## config.mk

```make
export PLATFORM = sky130hd
export DESIGN_NAME = snn_spi_config_master_flat
export DESIGN_NICKNAME = d
export VERILOG_FILES = /design/src/rtl/snn_spi_config_master_if.sv /design/src/rtl/snn_spi_config_master.sv /design/src/flat_wrapper.sv
export SDC_FILE = /design/constraint.sdc
export NUM_CORES = 1
export LEC_CHECK = 0
export ABC_CLOCK_PERIOD_IN_PS = 6500
export CAP_MARGIN = 10
export CORE_MARGIN = 3
export CORE_UTILIZATION = 55
export CTS_BUF_LIST = sky130_fd_sc_hd__clkbuf_16
export CTS_CLUSTER_DIAMETER = 50
export DETAILED_ROUTE_END_ITERATION = 8
export PLACE_DENSITY = 0.78
export SETUP_SLACK_MARGIN = 0.02
export SYNTH_ARGS = -nofsm -noshare
export SYNTH_HDL_FRONTEND = slang
export SYNTH_SLANG_ARGS = --single-unit
```

## constraint.sdc

```tcl
create_clock -name clk -period 6.5 [get_ports clk]
set_input_delay 1.3 -clock clk [delete_from_list [all_inputs] [get_ports clk]]
set_output_delay 1.3 -clock clk [all_outputs]
set_load 0.005 [all_outputs]
```

## src/rtl/snn_spi_config_master_if.sv

```systemverilog
// Byte-level handshake between the harness controller and the
// SPI config master of the SNN core.
interface snn_spi_config_master_if;
    logic       start;
    logic [7:0] tx_data;
    logic       last;
    logic       abort;
    logic       tx_ready;
    logic       busy;
    logic [7:0] rx_data;
    logic       rx_valid;

    modport master (
        output start, tx_data, last, abort,
        input  tx_ready, busy, rx_data, rx_valid
    );

    modport slave (
        input  start, tx_data, last, abort,
        output tx_ready, busy, rx_data, rx_valid
    );
endinterface

```

## src/rtl/snn_spi_config_master.sv

```systemverilog
// Mode-0 SPI initiator, MSB first, 8-bit frames, used to load and
// read back SNN core configuration over a byte handshake.
module snn_spi_config_master #(
    parameter int CLK_DIV = 4,
    parameter int CS_GAP  = 4
) (
    input  logic                   clk,
    input  logic                   rst_n,
    snn_spi_config_master_if.slave host,
    output logic                   sclk,
    output logic                   mosi,
    output logic                   cs_n,
    input  logic                   miso
);
    localparam logic [7:0] DIV_LAST  = 8'(CLK_DIV - 1);
    localparam logic [7:0] TAIL_LAST = 8'(CLK_DIV);
    localparam logic [7:0] GAP_LAST  = 8'(CS_GAP - 1);

    typedef enum logic [2:0] {
        S_IDLE, S_SETUP, S_SHIFT, S_TAIL, S_WAIT, S_GAP
    } state_t;

    state_t     state_q, state_d;
    logic [7:0] cnt_q, cnt_d;
    logic [2:0] fall_q, fall_d;
    logic [6:0] tx_q, tx_d;
    logic [7:0] rx_q, rx_d;
    logic       last_q, last_d;
    logic       sclk_q, sclk_d;
    logic       mosi_q, mosi_d;
    logic       cs_q, cs_d;
    logic [7:0] rxd_q, rxd_d;
    logic       rxv_q, rxv_d;
    logic       rdy_q, rdy_d;
    logic       busy_q, busy_d;
    logic       load;
    logic       abortable;

    always_ff @(posedge clk) begin
        if (!rst_n) begin
            state_q <= S_IDLE;
            cnt_q   <= '0;
            fall_q  <= '0;
            tx_q    <= '0;
            rx_q    <= '0;
            last_q  <= 1'b0;
            sclk_q  <= 1'b0;
            mosi_q  <= 1'b0;
            cs_q    <= 1'b1;
            rxd_q   <= '0;
            rxv_q   <= 1'b0;
            rdy_q   <= 1'b1;
            busy_q  <= 1'b0;
        end else begin
            state_q <= state_d;
            cnt_q   <= cnt_d;
            fall_q  <= fall_d;
            tx_q    <= tx_d;
            rx_q    <= rx_d;
            last_q  <= last_d;
            sclk_q  <= sclk_d;
            mosi_q  <= mosi_d;
            cs_q    <= cs_d;
            rxd_q   <= rxd_d;
            rxv_q   <= rxv_d;
            rdy_q   <= rdy_d;
            busy_q  <= busy_d;
        end
    end

    always_comb begin
        state_d   = state_q;
        cnt_d     = cnt_q + 8'd1;
        fall_d    = fall_q;
        tx_d      = tx_q;
        rx_d      = rx_q;
        last_d    = last_q;
        sclk_d    = sclk_q;
        mosi_d    = mosi_q;
        cs_d      = cs_q;
        rxd_d     = rxd_q;
        rxv_d     = 1'b0;
        load      = 1'b0;
        abortable = 1'b0;
        unique case (state_q)
            S_IDLE: begin
                cnt_d  = '0;
                cs_d   = 1'b1;
                sclk_d = 1'b0;
                load   = host.start;
            end
            S_WAIT: begin
                cnt_d     = '0;
                abortable = 1'b1;
                load      = host.start && !host.abort;
            end
            S_SETUP: begin
                abortable = 1'b1;
                if (cnt_q == DIV_LAST) begin
                    cnt_d   = '0;
                    sclk_d  = 1'b1;
                    rx_d    = {rx_q[6:0], miso};
                    state_d = S_SHIFT;
                end
            end
            S_SHIFT: begin
                abortable = 1'b1;
                if (cnt_q == DIV_LAST) begin
                    cnt_d = '0;
                    if (!sclk_q) begin
                        sclk_d = 1'b1;
                        rx_d   = {rx_q[6:0], miso};
                    end else begin
                        sclk_d = 1'b0;
                        if (fall_q == 3'd7) begin
                            rxd_d   = rx_q;
                            rxv_d   = 1'b1;
                            state_d = S_TAIL;
                        end else begin
                            fall_d = fall_q + 3'd1;
                            mosi_d = tx_q[6];
                            tx_d   = {tx_q[5:0], 1'b0};
                        end
                    end
                end
            end
            S_TAIL: begin
                abortable = 1'b1;
                if (cnt_q == TAIL_LAST) begin
                    cnt_d   = '0;
                    cs_d    = last_q;
                    state_d = last_q ? S_GAP : S_WAIT;
                end
            end
            S_GAP: begin
                cs_d   = 1'b1;
                sclk_d = 1'b0;
                if (cnt_q == GAP_LAST) begin
                    cnt_d   = '0;
                    state_d = S_IDLE;
                end
            end
            default: state_d = S_IDLE;
        endcase
        // A fresh byte: cs_n drops (or stays low) and bit 7 goes out.
        if (load) begin
            tx_d    = host.tx_data[6:0];
            last_d  = host.last;
            mosi_d  = host.tx_data[7];
            cnt_d   = '0;
            fall_d  = '0;
            cs_d    = 1'b0;
            sclk_d  = 1'b0;
            state_d = S_SETUP;
        end
        if (abortable && host.abort) begin
            cnt_d   = '0;
            sclk_d  = 1'b0;
            cs_d    = 1'b1;
            rxv_d   = 1'b0;
            rxd_d   = rxd_q;
            state_d = S_GAP;
        end
    end

    assign rdy_d  = (state_d == S_IDLE) || (state_d == S_WAIT);
    assign busy_d = (state_d != S_IDLE);

    assign sclk          = sclk_q;
    assign mosi          = mosi_q;
    assign cs_n          = cs_q;
    assign host.tx_ready = rdy_q;
    assign host.busy     = busy_q;
    assign host.rx_data  = rxd_q;
    assign host.rx_valid = rxv_q;
endmodule

```

## src/flat_wrapper.sv

```systemverilog
// flat-port wrapper written by rule: the top's interface ports become plain ports
module snn_spi_config_master_flat 
#(
    parameter int CLK_DIV = 4,
    parameter int CS_GAP  = 4
)
  (clk, rst_n, sclk, mosi, cs_n, miso, host_start, host_tx_data, host_last, host_abort, host_tx_ready, host_busy, host_rx_data, host_rx_valid);
  snn_spi_config_master_if host_i ();
  input  logic clk;
  input  logic rst_n;
  output logic sclk;
  output logic mosi;
  output logic cs_n;
  input  logic miso;
  input wire logic [$bits(host_i.start)-1:0] host_start;
  input wire logic [$bits(host_i.tx_data)-1:0] host_tx_data;
  input wire logic [$bits(host_i.last)-1:0] host_last;
  input wire logic [$bits(host_i.abort)-1:0] host_abort;
  output wire logic [$bits(host_i.tx_ready)-1:0] host_tx_ready;
  output wire logic [$bits(host_i.busy)-1:0] host_busy;
  output wire logic [$bits(host_i.rx_data)-1:0] host_rx_data;
  output wire logic [$bits(host_i.rx_valid)-1:0] host_rx_valid;
  assign host_i.start = host_start;
  assign host_i.tx_data = host_tx_data;
  assign host_i.last = host_last;
  assign host_i.abort = host_abort;
  assign host_tx_ready = host_i.tx_ready;
  assign host_busy = host_i.busy;
  assign host_rx_data = host_i.rx_data;
  assign host_rx_valid = host_i.rx_valid;
  snn_spi_config_master #(.CLK_DIV(CLK_DIV), .CS_GAP(CS_GAP)) u_core (.clk(clk), .rst_n(rst_n), .host(host_i), .sclk(sclk), .mosi(mosi), .cs_n(cs_n), .miso(miso));
endmodule
```

Word level (Yosys, flattened, before mapping):

Index checks and enable logic that the tools add are counted.

* eq/ne operators: 14
* muxes and demuxes: 37
* add/subtract/negate cells: 2
* bitwise logic cells: 6
* reductions and logical operators: 27

Operators by type and width (number)
* $mux W8: 5
* $mux W7: 5
* $mux W3: 8
* $pmux W8 S3: 1
* $pmux W8 S2: 1
* $pmux W3 S5: 1
* $mux W1: 13
* $eq A3 B3 Y1 const B: 4
* $reduce_and A4 Y1: 3
* $reduce_bool A3 Y1: 3
* $add A8 B1 Y8 const B: 1
* $eq A8 B2 Y1 const B: 1
* $eq A8 B3 Y1 const B: 1
* $reduce_bool A2 Y1: 4
* $reduce_or A2 Y1: 4
* $eq A3 B2 Y1 const B: 2
* $logic_not A3 Y1: 2
* $ne A2 B1 Y1 const B: 3
* $not A1 Y1: 6
* $reduce_or A3 Y1: 2
* $reduce_and A5 Y1: 1
* $reduce_or A5 Y1: 1
* $pmux W1 S2: 2
* $reduce_or A4 Y1: 1
* 10 further kinds: 11

* logic and storage cells: 99
* flip-flop bits (word level): 44
* bits of input ports: 14
* output and inout port bits: 14

Depth between registers and ports, before layout:

Gate-level depths: netlist of run 1.

* word-level depth: 9
* gate-level depth with buffers: 8
* depth with buffers taken out: 7

Worst setup path after synthesis of run 1:

No wires, ideal clock.

* path type: input-to-reg
* from: input port host_abort
* to: register u_core.busy_q, in the netlist u_core.host.busy
* setup slack: 3.946 ns
* setup time: 0.132 ns
* required time: 6.368 ns
* data arrival time: 2.422 ns
* path buffers: 0
* stages on the path: 5
* path through: nand2_1 -> and3_1 -> a311o_1 -> o21a_1 -> or3b_2

* cells in the longest elaborated chain, start to end: 6
* elaborated cells on any way between the ends: 7
* classes of those cells: mux: 3; reduce/logical: 4

Ends and longest elaborated chain
* from (decl): line flat_wrapper.sv:18 `input wire logic [$bits(host_i.abort)-1:0] host_abort;`
* $logic_not A1 Y1: line snn_spi_config_master.sv:95 `load = host.start && !host.abort;`
* $logic_and A1 B1 Y1: line snn_spi_config_master.sv:95
* $pmux W1 S2: line snn_spi_config_master.sv:85 `unique case (state_q)`
* $mux W3: line snn_spi_config_master.sv:146 `if (load) begin`
* $mux W3 (*): line snn_spi_config_master.sv:156 `if (abortable && host.abort) begin`
* $reduce_bool A3 Y1 (*): line snn_spi_config_master.sv:167 `assign busy_d = (state_d != S_IDLE);`
* to (signal assigned): line snn_spi_config_master.sv:67 `busy_q <= busy_d;`
* to (decl): line snn_spi_config_master.sv:35 `logic busy_q, busy_d;`

Mark *: on every way between the ends. The rest lies on a longest branch, timed or not.
A chain may end at the register's enable or synchronous reset.

Final worst setup path of run 1:

Same ends and word-level chain as after synthesis.

==> results.sh, run 1 <==
export IMPL_post_cts_resized=0
export IMPL_die_area_sq_um=4490
export IMPL_timing_slew_headroom=0.325
export IMPL_finalMaxSlewViolations=0
export IMPL_portBuffers=27
export IMPL_asyncSetResetFlopFracSynth=0
export IMPL_grt_setup_unrepaired="no"
export IMPL_synth_ff_latch_count=44
export IMPL_post_synth_xor_area_fraction=0.0299
export IMPL_synth_compound_gate_area_share=0.161
export IMPL_clock_skew_final_ns=0.00470
export IMPL_yosysSeqAreaShare=0.430
export IMPL_cts_num_sinks=44
export IMPL_cts_root_to_sink_buffers=2
export IMPL_cp_data_required_time_ns=6.66
export IMPL_type_of_the_worst_setup_path="primary input to register"
export IMPL_htree_num_levels=2
export IMPL_postCtsHoldBufs=0
export IMPL_place_hpwl_mm=2.97
export IMPL_mostFrequentLayoutCells="44 x dfxtp_1, 36 x nor2_1, 27 x clkdlybuf4s50_1"
export IMPL_number_of_global_route_vias_before_repair=1620
export IMPL_chipHeight_microns=67.0
export IMPL_grt_overflow=0
export IMPL_post_route_min_period_ns=3.37
export IMPL_cp_max_fo=18
export IMPL_post_dp_cell_area_sq_um=2330
export IMPL_synth_adder_area_share=0.0244
export IMPL_mostFrequentLayoutCell="dfxtp_1"
export IMPL_area_delta_synth_final_pct=20.6
export IMPL_tightest_hold_margin_ns=0.459
export IMPL_route_detailed_wl_per_inst_microns=14.4
export IMPL_synthesis_instances=233
export IMPL_cts_post_setup_buffers_inserted=0
export IMPL_maximum_number_of_pins_on_one_net_before_global_route_repair=27
export IMPL_final_worst_setup_slack_ns=3.13
export IMPL_rrSetupSlack_ns=4.15
export IMPL_cap_violations=0
export IMPL_mappedNetlistNets=251
export IMPL_start_util=0.591
export IMPL_route_detailed_vias_per_inst=5.73
export IMPL_fp_dieW_microns=67.0
export IMPL_synth_simple_gate_area_frac=0.222
export IMPL_ios=28
export IMPL_number_of_buffers_added_by_the_clock_tree_synthesis_step=5
export IMPL_vdd_ir_drop_worst_mv=0.158
export IMPL_grt_util_all_layers=0.220
export IMPL_synthesis_yosys_warnings=0
export IMPL_drt_iter0_drc=103
export IMPL_clock_tree_root_cell="clkbuf_16"
export IMPL_timing_setup_tns_ns=0
export IMPL_synth_mux_area_fraction=0.0880
export IMPL_placement_rows=21
export IMPL_cts_tree="built"
export IMPL_synthDistinctLibCells=47
export IMPL_yosys_most_used_dff="dfxtp_1"
export IMPL_power_density_nw_per_um2=237
export IMPL_postRouteWirelength_mm=4.37
export IMPL_fin_nets=275
export IMPL_syn_area_sq_um=2050
export IMPL_drive_gt1_frac=0.0659
export IMPL_tightest_slew_ns=1.01
export IMPL_worst_endpoint_arrival_ns=3.53
export IMPL_synth_top_family_by_area="simple AND/OR/NAND/NOR gates"
export IMPL_clk_insertion_delay_late_ns=0.28
export IMPL_layout_cell_area_non_filler_sq_um=2470
export IMPL_setup_viol=0
export IMPL_synth_enable_flop_cells=0
export IMPL_cts_reportedPaths_clkPinSlew_ns=0.06
export IMPL_post_place_ws_ns=2.85
export IMPL_antenna_diode_count=0
export IMPL_wire_length_of_the_first_global_routing_pass_mm=7.51
export IMPL_dr_total_vias=1742
export IMPL_timing_critical_path_from_type="primary input"
export IMPL_hold_class="register to register"
export IMPL_coreArea_sq_um=3470
export IMPL_static_leakage_power_nw=0.951
export IMPL_num_fill_cells=291
export IMPL_hold_viol=0
export IMPL_initial_antenna_violation_count=0
export IMPL_ant_nets=0
export IMPL_critical_path_end_type="register"
export IMPL_status="finished, final reports clean"
export IMPL_post_synthesis_average_cell_area_sq_um=8.79
export IMPL_drt_pass1_iterations=6
export IMPL_min_period_over_period=0.518
export IMPL_gp_congestion=0.831
export IMPL_detail_route_drc_violations=0
export IMPL_max_freq_mhz=297
cell usage after synthesis (2+ instances only):
library cell / number / share of area
xor2_1: 4 / 0.017
buf_6: 2 / 0.011
a221oi_1: 2 / 0.0086
a211oi_1: 7 / 0.026
ha_1: 4 / 0.024
mux2i_1: 18 / 0.088
a21o_1: 2 / 0.0073
o21ai_0: 13 / 0.032
dfxtp_1: 44 / 0.43
nand2_1: 17 / 0.031
o21ai_1: 2 / 0.0049
nor3b_1: 2 / 0.0073
nor2_1: 36 / 0.066
a31o_2: 2 / 0.0086
inv_1: 8 / 0.015
a41o_1: 2 / 0.0098
nand2b_1: 3 / 0.0092
clkbuf_1: 7 / 0.013
xnor2_1: 3 / 0.013
nor2b_1: 2 / 0.0061
nor3_1: 4 / 0.0098
nand3_1: 6 / 0.015
a21oi_1: 15 / 0.037
and3_1: 4 / 0.012
or2_2: 2 / 0.0061
power by group:
part	switching (W)	internal, W	leakage, nW
Sequential	0.0000110	0.000280	0.358
Combinational	0.0000277	0.0000285	0.530
Clock	0.0000989	0.000141	0.0635
Total	0.000138	0.000449	0.951
cell families (layout without fill, tap and decap cells):
logic type | after synthesis | count (layout)
buffers and inverters | 20 | 45
AND/OR/NAND/NOR | 88 | 88
AO/OA/AOI/OAI | 52 | 52
adder cells (fa/ha/maj) | 4 | 4
XOR/XNOR | 7 | 7
flip-flops | 44 | 44
multiplexers | 18 | 18
path summary, 6_finish.rpt:
path                                             startpoint                             endpoint  depth (start not counted)
worst max-delay path                             host_abort          u_core.host.busy$_SDFF_PN0_                          5
worst min-delay path            u_core.rx_q[7]$_SDFFE_PN0P_  u_core.host.rx_data[7]$_SDFFE_PN0P_                          2
worst max register to register   u_core.cnt_q[0]$_SDFF_PP0_          u_core.rx_q[2]$_SDFFE_PN0P_                          6
worst min register to register  u_core.rx_q[7]$_SDFFE_PN0P_  u_core.host.rx_data[7]$_SDFFE_PN0P_                          2
flip-flops by register name, summed over array words and instances (netlist names):
name and cells:
u_core.host.rx_valid 1, u_core.mosi 1, u_core.state_q 3, u_core.last_q 1
u_core.cnt_q 8, u_core.host.rx_data 8, u_core.tx_q 7, u_core.rx_q 8
u_core.host.busy 1, u_core.fall_q 3, u_core.host.tx_ready 1, u_core.cs_n 1
u_core.sclk 1
layer usage:
layer | wire [microns] | global-route usage
met5 | 0 | 0
met4 | 64 | 0.0810
met3 | 237 | 0.0540
met2 | 2100 | 0.360
met1 | 1960 | 0.277
stage by stage:
step | total power [W] | cells | utilization
floorplan | 0.000329 | 233 | -
global placement | 0.000352 | 296 | 0.671
detailed placement | 0.000352 | 296 | 0.671
CTS | 0.000590 | 304 | 0.712
global route | 0.000613 | 304 | 0.712
finish | 0.000587 | 304 | 0.712
worst max-delay path, cell delays in order:
cell and delay, ns:
clkdlybuf4s50_1 0.76, nand2_1 0.22, nand3_1 0.46, o311ai_1 0.31, or3b_2 0.48
layout make-up:
class                      instances  area (sq um)  share of cell area
multi-input combinational        169          1080               0.436
sequential                        44           881               0.357
clock inverter                     3          18.8             0.00760
tap                               46          57.6              0.0233
inverter                           9          33.8              0.0137
timing repair buffer              28           278               0.112
clock buffer                       5           125              0.0507
No activity file was read; power rests on OpenSTA's default activity.
==> inputs of run 2 (changes only) <==
--- a/config.mk
+++ b/config.mk
@@ -5,14 +5,14 @@
 export SDC_FILE = /design/constraint.sdc
 export NUM_CORES = 1
 export LEC_CHECK = 0
-export ABC_CLOCK_PERIOD_IN_PS = 6500
+export ABC_CLOCK_PERIOD_IN_PS = 2720
 export CAP_MARGIN = 10
 export CORE_MARGIN = 3
-export CORE_UTILIZATION = 55
+export CORE_UTILIZATION = 49
 export CTS_BUF_LIST = sky130_fd_sc_hd__clkbuf_16
 export CTS_CLUSTER_DIAMETER = 50
 export DETAILED_ROUTE_END_ITERATION = 8
-export PLACE_DENSITY = 0.78
+export PLACE_DENSITY = 0.73
 export SETUP_SLACK_MARGIN = 0.02
 export SYNTH_ARGS = -nofsm -noshare
 export SYNTH_HDL_FRONTEND = slang
==> constraint.sdc (replaced) <==
create_clock -name clk -period 2.72 [get_ports clk]
set_input_delay 0.544 -clock clk [delete_from_list [all_inputs] [get_ports clk]]
set_output_delay 0.544 -clock clk [all_outputs]
set_load 0.005 [all_outputs]
==> results.sh, run 2 (same netlist as run 1, synthesis figures left out) <==
export IMPL_status="finished, final reports clean"
export IMPL_clk_insertion_delay_late_ns=0.27
export IMPL_hold_class="register to register"
export IMPL_timing_setup_tns_ns=0
export IMPL_cts_num_sinks=44
export IMPL_worstReg2RegStart="u_core.cnt_q[0]$_SDFF_PP0_"
export IMPL_max_freq_mhz=436
export IMPL_clock_tree_root_cell="clkbuf_16"
export IMPL_static_leakage_power_nw=0.975
export IMPL_dr_total_vias=1666
export IMPL_setup_viol=0
export IMPL_mostFrequentLayoutCell="dfxtp_1"
export IMPL_route_detailed_vias_per_inst=5.39
export IMPL_grt_overflow=0
export IMPL_antenna_diode_count=0
export IMPL_cts_post_setup_buffers_inserted=0
export IMPL_type_of_the_worst_setup_path="register to register"
export IMPL_post_dp_cell_area_sq_um=2350
export IMPL_rrSetupSlack_ns=0.43
export IMPL_cp_data_required_time_ns=2.87
export IMPL_cts_tree="built"
export IMPL_tightest_slew_ns=0.929
export IMPL_maximum_number_of_pins_on_one_net_before_global_route_repair=20
export IMPL_finalMaxSlewViolations=0
export IMPL_worst_endpoint_arrival_ns=2.44
export IMPL_mostFrequentLayoutCells="44 x dfxtp_1, 36 x nor2_1, 27 x clkdlybuf4s50_1"
export IMPL_timing_slew_headroom=0.377
export IMPL_post_route_min_period_ns=2.29
export IMPL_postCtsHoldBufs=0
export IMPL_fp_dieW_microns=70.7
export IMPL_area_delta_synth_final_pct=21.4
export IMPL_placement_rows=22
export IMPL_portBuffers=27
export IMPL_wire_length_of_the_first_global_routing_pass_mm=6.76
export IMPL_cts_root_to_sink_buffers=2
export IMPL_route_detailed_wl_per_inst_microns=13.3
export IMPL_reg2regPathDepth=6
export IMPL_grt_setup_unrepaired="no"
export IMPL_cp_max_fo=5
export IMPL_fin_nets=278
export IMPL_ant_nets=0
export IMPL_timing_rr_end="u_core.host.busy$_SDFF_PN0_"
export IMPL_drt_iter0_drc=75
export IMPL_drive_gt1_frac=0.0690
export IMPL_whs_path_depth=2
export IMPL_htree_num_levels=2
export IMPL_min_period_over_period=0.843
export IMPL_clock_skew_final_ns=0.00259
export IMPL_num_fill_cells=356
export IMPL_number_of_buffers_added_by_the_clock_tree_synthesis_step=5
export IMPL_number_of_global_route_vias_before_repair=1459
export IMPL_place_hpwl_mm=2.90
export IMPL_layout_cell_area_non_filler_sq_um=2490
export IMPL_timing_hold_worst_start="u_core.rx_q[7]$_SDFFE_PN0P_"
export IMPL_initial_antenna_violation_count=0
export IMPL_post_cts_resized=0
export IMPL_regArea_sq_um=881
export IMPL_vdd_ir_drop_worst_mv=0.424
export IMPL_min_to="u_core.host.rx_data[7]$_SDFFE_PN0P_"
export IMPL_cts_reportedPaths_clkPinSlew_ns=0.06
export IMPL_grt_util_all_layers=0.167
export IMPL_coreArea_sq_um=3850
export IMPL_critical_path_end_type="register"
export IMPL_hold_viol=0
export IMPL_detail_route_drc_violations=0
export IMPL_timing_critical_path_from_type="register"
export IMPL_die_area_sq_um=4990
export IMPL_start_util=0.531
export IMPL_drt_pass1_iterations=4
export IMPL_ios=28
export IMPL_gp_congestion=0.847
export IMPL_postRouteWirelength_mm=4.10
export IMPL_critical_path_startpoint="u_core.cnt_q[0]$_SDFF_PP0_"
export IMPL_cap_violations=0
export IMPL_multi_input_comb_area_sq_um=1080
export IMPL_chipHeight_microns=70.7
export IMPL_power_density_nw_per_um2=556
-- run 2: changes by cell type in the layout (fill, tap and decap cells not counted), sizes merged --
cell | previous run | this run
buf | 1 | 4
clkinvlp | 2 | 0
inv | 8 | 10
-- run 2: per-layer routing --
| layer | routed length (microns) | GRT usage | up-vias |
|---|---|---|---|
| met5 | 0 | 0 | - |
| met4 | 22 | 0.0501 | 0 |
| met1 | 2030 | 0.229 | 750 |
| met3 | 184 | 0.0455 | 2 |
| li1 | - | - | 880 |
| met2 | 1860 | 0.258 | 34 |
-- run 2: where the power goes --
group	total [W]	leakage, nW	switching (W)	internal [W]
clock network	0.000552	0.0738	0.000222	0.000330
logic	0.000137	0.544	0.0000650	0.0000719
registers	0.000694	0.358	0.0000251	0.000669
-- run 2: stage by stage --
step / util / instances / setup WS [ns] / total power, W / hold WS (ns)
global route: 0.645 / 309 / 0.295 / 0.00145 / 0.491
floorplan: - / 233 / 0.620 / 0.000786 / 0.432
CTS: 0.645 / 309 / 0.426 / 0.00140 / 0.471
detailed placement: 0.610 / 301 / 0.260 / 0.000843 / 0.463
global placement: 0.610 / 301 / 0.281 / 0.000844 / 0.445
finish: 0.645 / 309 / 0.428 / 0.00138 / 0.465
-- run 2: worst max-delay path: stages, from the launching register on --
cell and delay [ns]:
dfxtp_1 0.38, ha_1 0.23, or4b_4 0.52, nor2_1 0.16, nor2_1 0.07, o311ai_1 0.33, or3b_2 0.48
-- run 2: worst max path at each step --
stage	slack, ns	cells past startpoint	endpoint
after floorplan	0.62	6	u_core.host.busy$_SDFF_PN0_
after global placement	0.28	6	u_core.host.busy$_SDFF_PN0_
after detailed placement	0.26	6	u_core.host.busy$_SDFF_PN0_
after CTS	0.43	6	u_core.host.busy$_SDFF_PN0_
after global routing	0.30	6	u_core.host.busy$_SDFF_PN0_
final	0.43	6	u_core.host.busy$_SDFF_PN0_
-- run 2: cell type report --
| cell class | instances | share of cell area |
|---|---|---|
| multi-input combinational | 169 | 0.433 |
| sequential | 44 | 0.354 |
| timing repair buffer | 31 | 0.121 |
| clock buffer | 5 | 0.0503 |
| tap | 48 | 0.0241 |
| inverter | 9 | 0.0136 |
| clock inverter | 3 | 0.00453 |
==> inputs of run 3 (changes only) <==
--- a/config.mk
+++ b/config.mk
@@ -5,14 +5,14 @@
 export SDC_FILE = /design/constraint.sdc
 export NUM_CORES = 1
 export LEC_CHECK = 0
-export ABC_CLOCK_PERIOD_IN_PS = 2720
+export ABC_CLOCK_PERIOD_IN_PS = 2180
 export CAP_MARGIN = 10
 export CORE_MARGIN = 3
-export CORE_UTILIZATION = 49
+export CORE_UTILIZATION = 54
 export CTS_BUF_LIST = sky130_fd_sc_hd__clkbuf_16
 export CTS_CLUSTER_DIAMETER = 50
 export DETAILED_ROUTE_END_ITERATION = 8
-export PLACE_DENSITY = 0.73
+export PLACE_DENSITY = 0.77
 export SETUP_SLACK_MARGIN = 0.02
 export SYNTH_ARGS = -nofsm -noshare
 export SYNTH_HDL_FRONTEND = slang
==> constraint.sdc (replaced) <==
create_clock -name clk -period 2.18 [get_ports clk]
set_input_delay 0.436 -clock clk [delete_from_list [all_inputs] [get_ports clk]]
set_output_delay 0.436 -clock clk [all_outputs]
set_load 0.005 [all_outputs]
==> results.sh, run 3 (same netlist as run 1, synthesis figures left out) <==
export IMPL_finalMaxSlewViolations=0
export IMPL_timing_rr_end="u_core.host.rx_data[5]$_SDFFE_PN0P_"
export IMPL_numPlacedInstances=315
export IMPL_cts_tree="built"
export IMPL_die_area_sq_um=4570
export IMPL_metal1_wirelength_mm=2.16
export IMPL_p_sw_w=0.000448
export IMPL_hold_class="register to register"
export IMPL_post_route_min_period_ns=2.12
export IMPL_htree_num_levels=2
export IMPL_route_detailed_wl_per_inst_microns=15.3
export IMPL_rrSetupSlack_ns=0.06
export IMPL_final_core_utilization=0.792
export IMPL_whs_path_depth=2
export IMPL_status="finished, final reports clean"
export IMPL_cts_root_to_sink_buffers=2
export IMPL_clock_tree_root_cell="clkbuf_16"
export IMPL_number_of_global_route_vias_before_repair=1700
export IMPL_cts_reportedPaths_clkPinSlew_ns=0.06
export IMPL_fp_dieW_microns=67.6
export IMPL_critical_path_end_type="register"
export IMPL_dr_total_vias=1904
export IMPL_tightest_slew_ns=0.404
export IMPL_timing_critical_path_from_type="register"
export IMPL_topRoutingLayerUsed="met4"
export IMPL_wl_met2_mm=2.51
export IMPL_chipHeight_microns=67.6
export IMPL_drt_iter0_drc=109
export IMPL_hold_viol=0
export IMPL_cts_num_sinks=44
export IMPL_ant_nets=0
export IMPL_power_frac_comb=0.111
export IMPL_worst_endpoint_arrival_ns=2.33
export IMPL_cp_max_fo=8
export IMPL_place_hpwl_mm=3.14
export IMPL_met3WireLength_microns=309
export IMPL_reg2regPathDepth=6
export IMPL_route_detailed_vias_per_inst=5.79
export IMPL_max_freq_mhz=472
export IMPL_drive_gt1_frac=0.194
export IMPL_area_delta_synth_final_pct=35.2
export IMPL_maximum_number_of_pins_on_one_net_before_global_route_repair=20
export IMPL_min_period_over_period=0.971
export IMPL_wire_length_of_the_first_global_routing_pass_mm=7.60
export IMPL_number_of_buffers_added_by_the_clock_tree_synthesis_step=5
export IMPL_setup_viol=0
export IMPL_mostFrequentLayoutCell="dfxtp_1"
export IMPL_clock_power_share=0.446
export IMPL_timing_hold_worst_start="u_core.rx_q[0]$_SDFFE_PN0P_"
export IMPL_drt_pass1_iterations=4
export IMPL_mostFrequentLayoutCells="41 x dfxtp_1, 35 x nor2_1, 27 x clkdlybuf4s50_1"
export IMPL_clk_insertion_delay_late_ns=0.29
export IMPL_min_to="u_core.host.rx_data[0]$_SDFFE_PN0P_"
export IMPL_cp_data_required_time_ns=2.40
export IMPL_grt_overflow=0
export IMPL_design_power_total_w=0.00193
export IMPL_pwr_share_seq=0.443
export IMPL_static_leakage_power_nw=1.09
export IMPL_type_of_the_worst_setup_path="register to register"
export IMPL_vdd_ir_drop_worst_mv=0.548
export IMPL_postRouteWirelength_mm=5.03
export IMPL_portBuffers=27
export IMPL_timing_slew_headroom=0.728
export IMPL_worstReg2RegStart="u_core.cnt_q[0]$_SDFF_PP0_"
export IMPL_power_switching_share=0.232
export IMPL_antenna_diode_count=0
export IMPL_clock_skew_final_ns=0.00486
export IMPL_post_layout_nonfiller_instances=329
export IMPL_detail_route_drc_violations=0
export IMPL_coreArea_sq_um=3490
export IMPL_grt_setup_unrepaired="yes"
export IMPL_placement_rows=21
export IMPL_power_density_nw_per_um2=699
export IMPL_grt_util_all_layers=0.222
export IMPL_initial_antenna_violation_count=0
export IMPL_internal_power_w=0.00149
export IMPL_start_util=0.586
export IMPL_fin_nets=300
export IMPL_cap_violations=0
export IMPL_gp_congestion=0.898
export IMPL_ios=28
run 3: area by class of cell:
class,count,area [sq um]
clock buffer,5,125
sequential,44,890
multi-input combinational,170,1150
fill,227,726
tap,46,57.6
inverter,9,33.8
timing repair buffer,52,462
clock inverter,3,46.3
run 3: worst max-delay path by stage:
stage	cells after the start	to	slack [ns]	start
global placement	6	u_core.host.busy$_SDFF_PN0_	-0.1	host_abort
detailed placement	6	u_core.host.busy$_SDFF_PN0_	-0.14	host_abort
floorplan	6	u_core.host.busy$_SDFF_PN0_	0.08	u_core.cnt_q[0]$_SDFF_PP0_
CTS	7	u_core.tx_q[4]$_SDFFE_PN0P_	0.02	u_core.cnt_q[1]$_SDFF_PP0_
global route	6	u_core.host.rx_data[5]$_SDFFE_PN0P_	-0.03	u_core.cnt_q[0]$_SDFF_PP0_
finish	6	u_core.host.rx_data[5]$_SDFFE_PN0P_	0.06	u_core.cnt_q[0]$_SDFF_PP0_
run 3: critical path: stages, from the launching register on:
cell,delay [ns]
dfxtp_4,0.36
ha_4,0.13
or4b_4,0.51
or4_4,0.65
nor2_8,0.19
nand2_1,0.08
a21oi_1,0.12
run 3: power groups by stage:
| stage | clock (W) | sequential (W) | combinational (W) |
|---|---|---|---|
| floorplan | 0 | 0.000864 | 0.000116 |
| global placement | 0 | 0.000873 | 0.000199 |
| detailed placement | 0 | 0.000873 | 0.000200 |
| CTS | 0.000870 | 0.000856 | 0.000206 |
| global route | 0.000910 | 0.000860 | 0.000234 |
| finish | 0.000863 | 0.000857 | 0.000214 |
run 3: routing by layer:
layer | up-vias | GRT usage
met3 | 6 | 0.0632
met1 | 896 | 0.263
li1 | 931 | -
met4 | 0 | 0.0861
met5 | - | 0
met2 | 71 | 0.374
run 3: repair_timing:
| item | in CTS | in global routing |
|---|---|---|
| setup buffers | 0 | 4 |
| resized for setup | 1 | 23 |
| endpoints found under the setup margin | 1 | 35 |
| hold buffers | 0 | 0 |
| pin swaps | 0 | 4 |
| cloned | 0 | 2 |
run 3: per-stage QoR:
| stage | area, sq um | setup TNS [ns] | worst slack [ns] | hold WS (ns) |
|---|---|---|---|---|
| 6_report | 2770 | 0 | 0.0626 | 0.477 |
| 5_1_grt | 2770 | -0.0274 | -0.0274 | 0.504 |
| 4_1_cts | 2650 | 0 | 0.0236 | 0.469 |
| 3_5_place_dp | 2470 | -0.135 | -0.135 | 0.446 |
| 3_3_place_gp | 2470 | -0.0982 | -0.0982 | 0.447 |
| 2_1_floorplan | 2050 | 0 | 0.0804 | 0.432 |
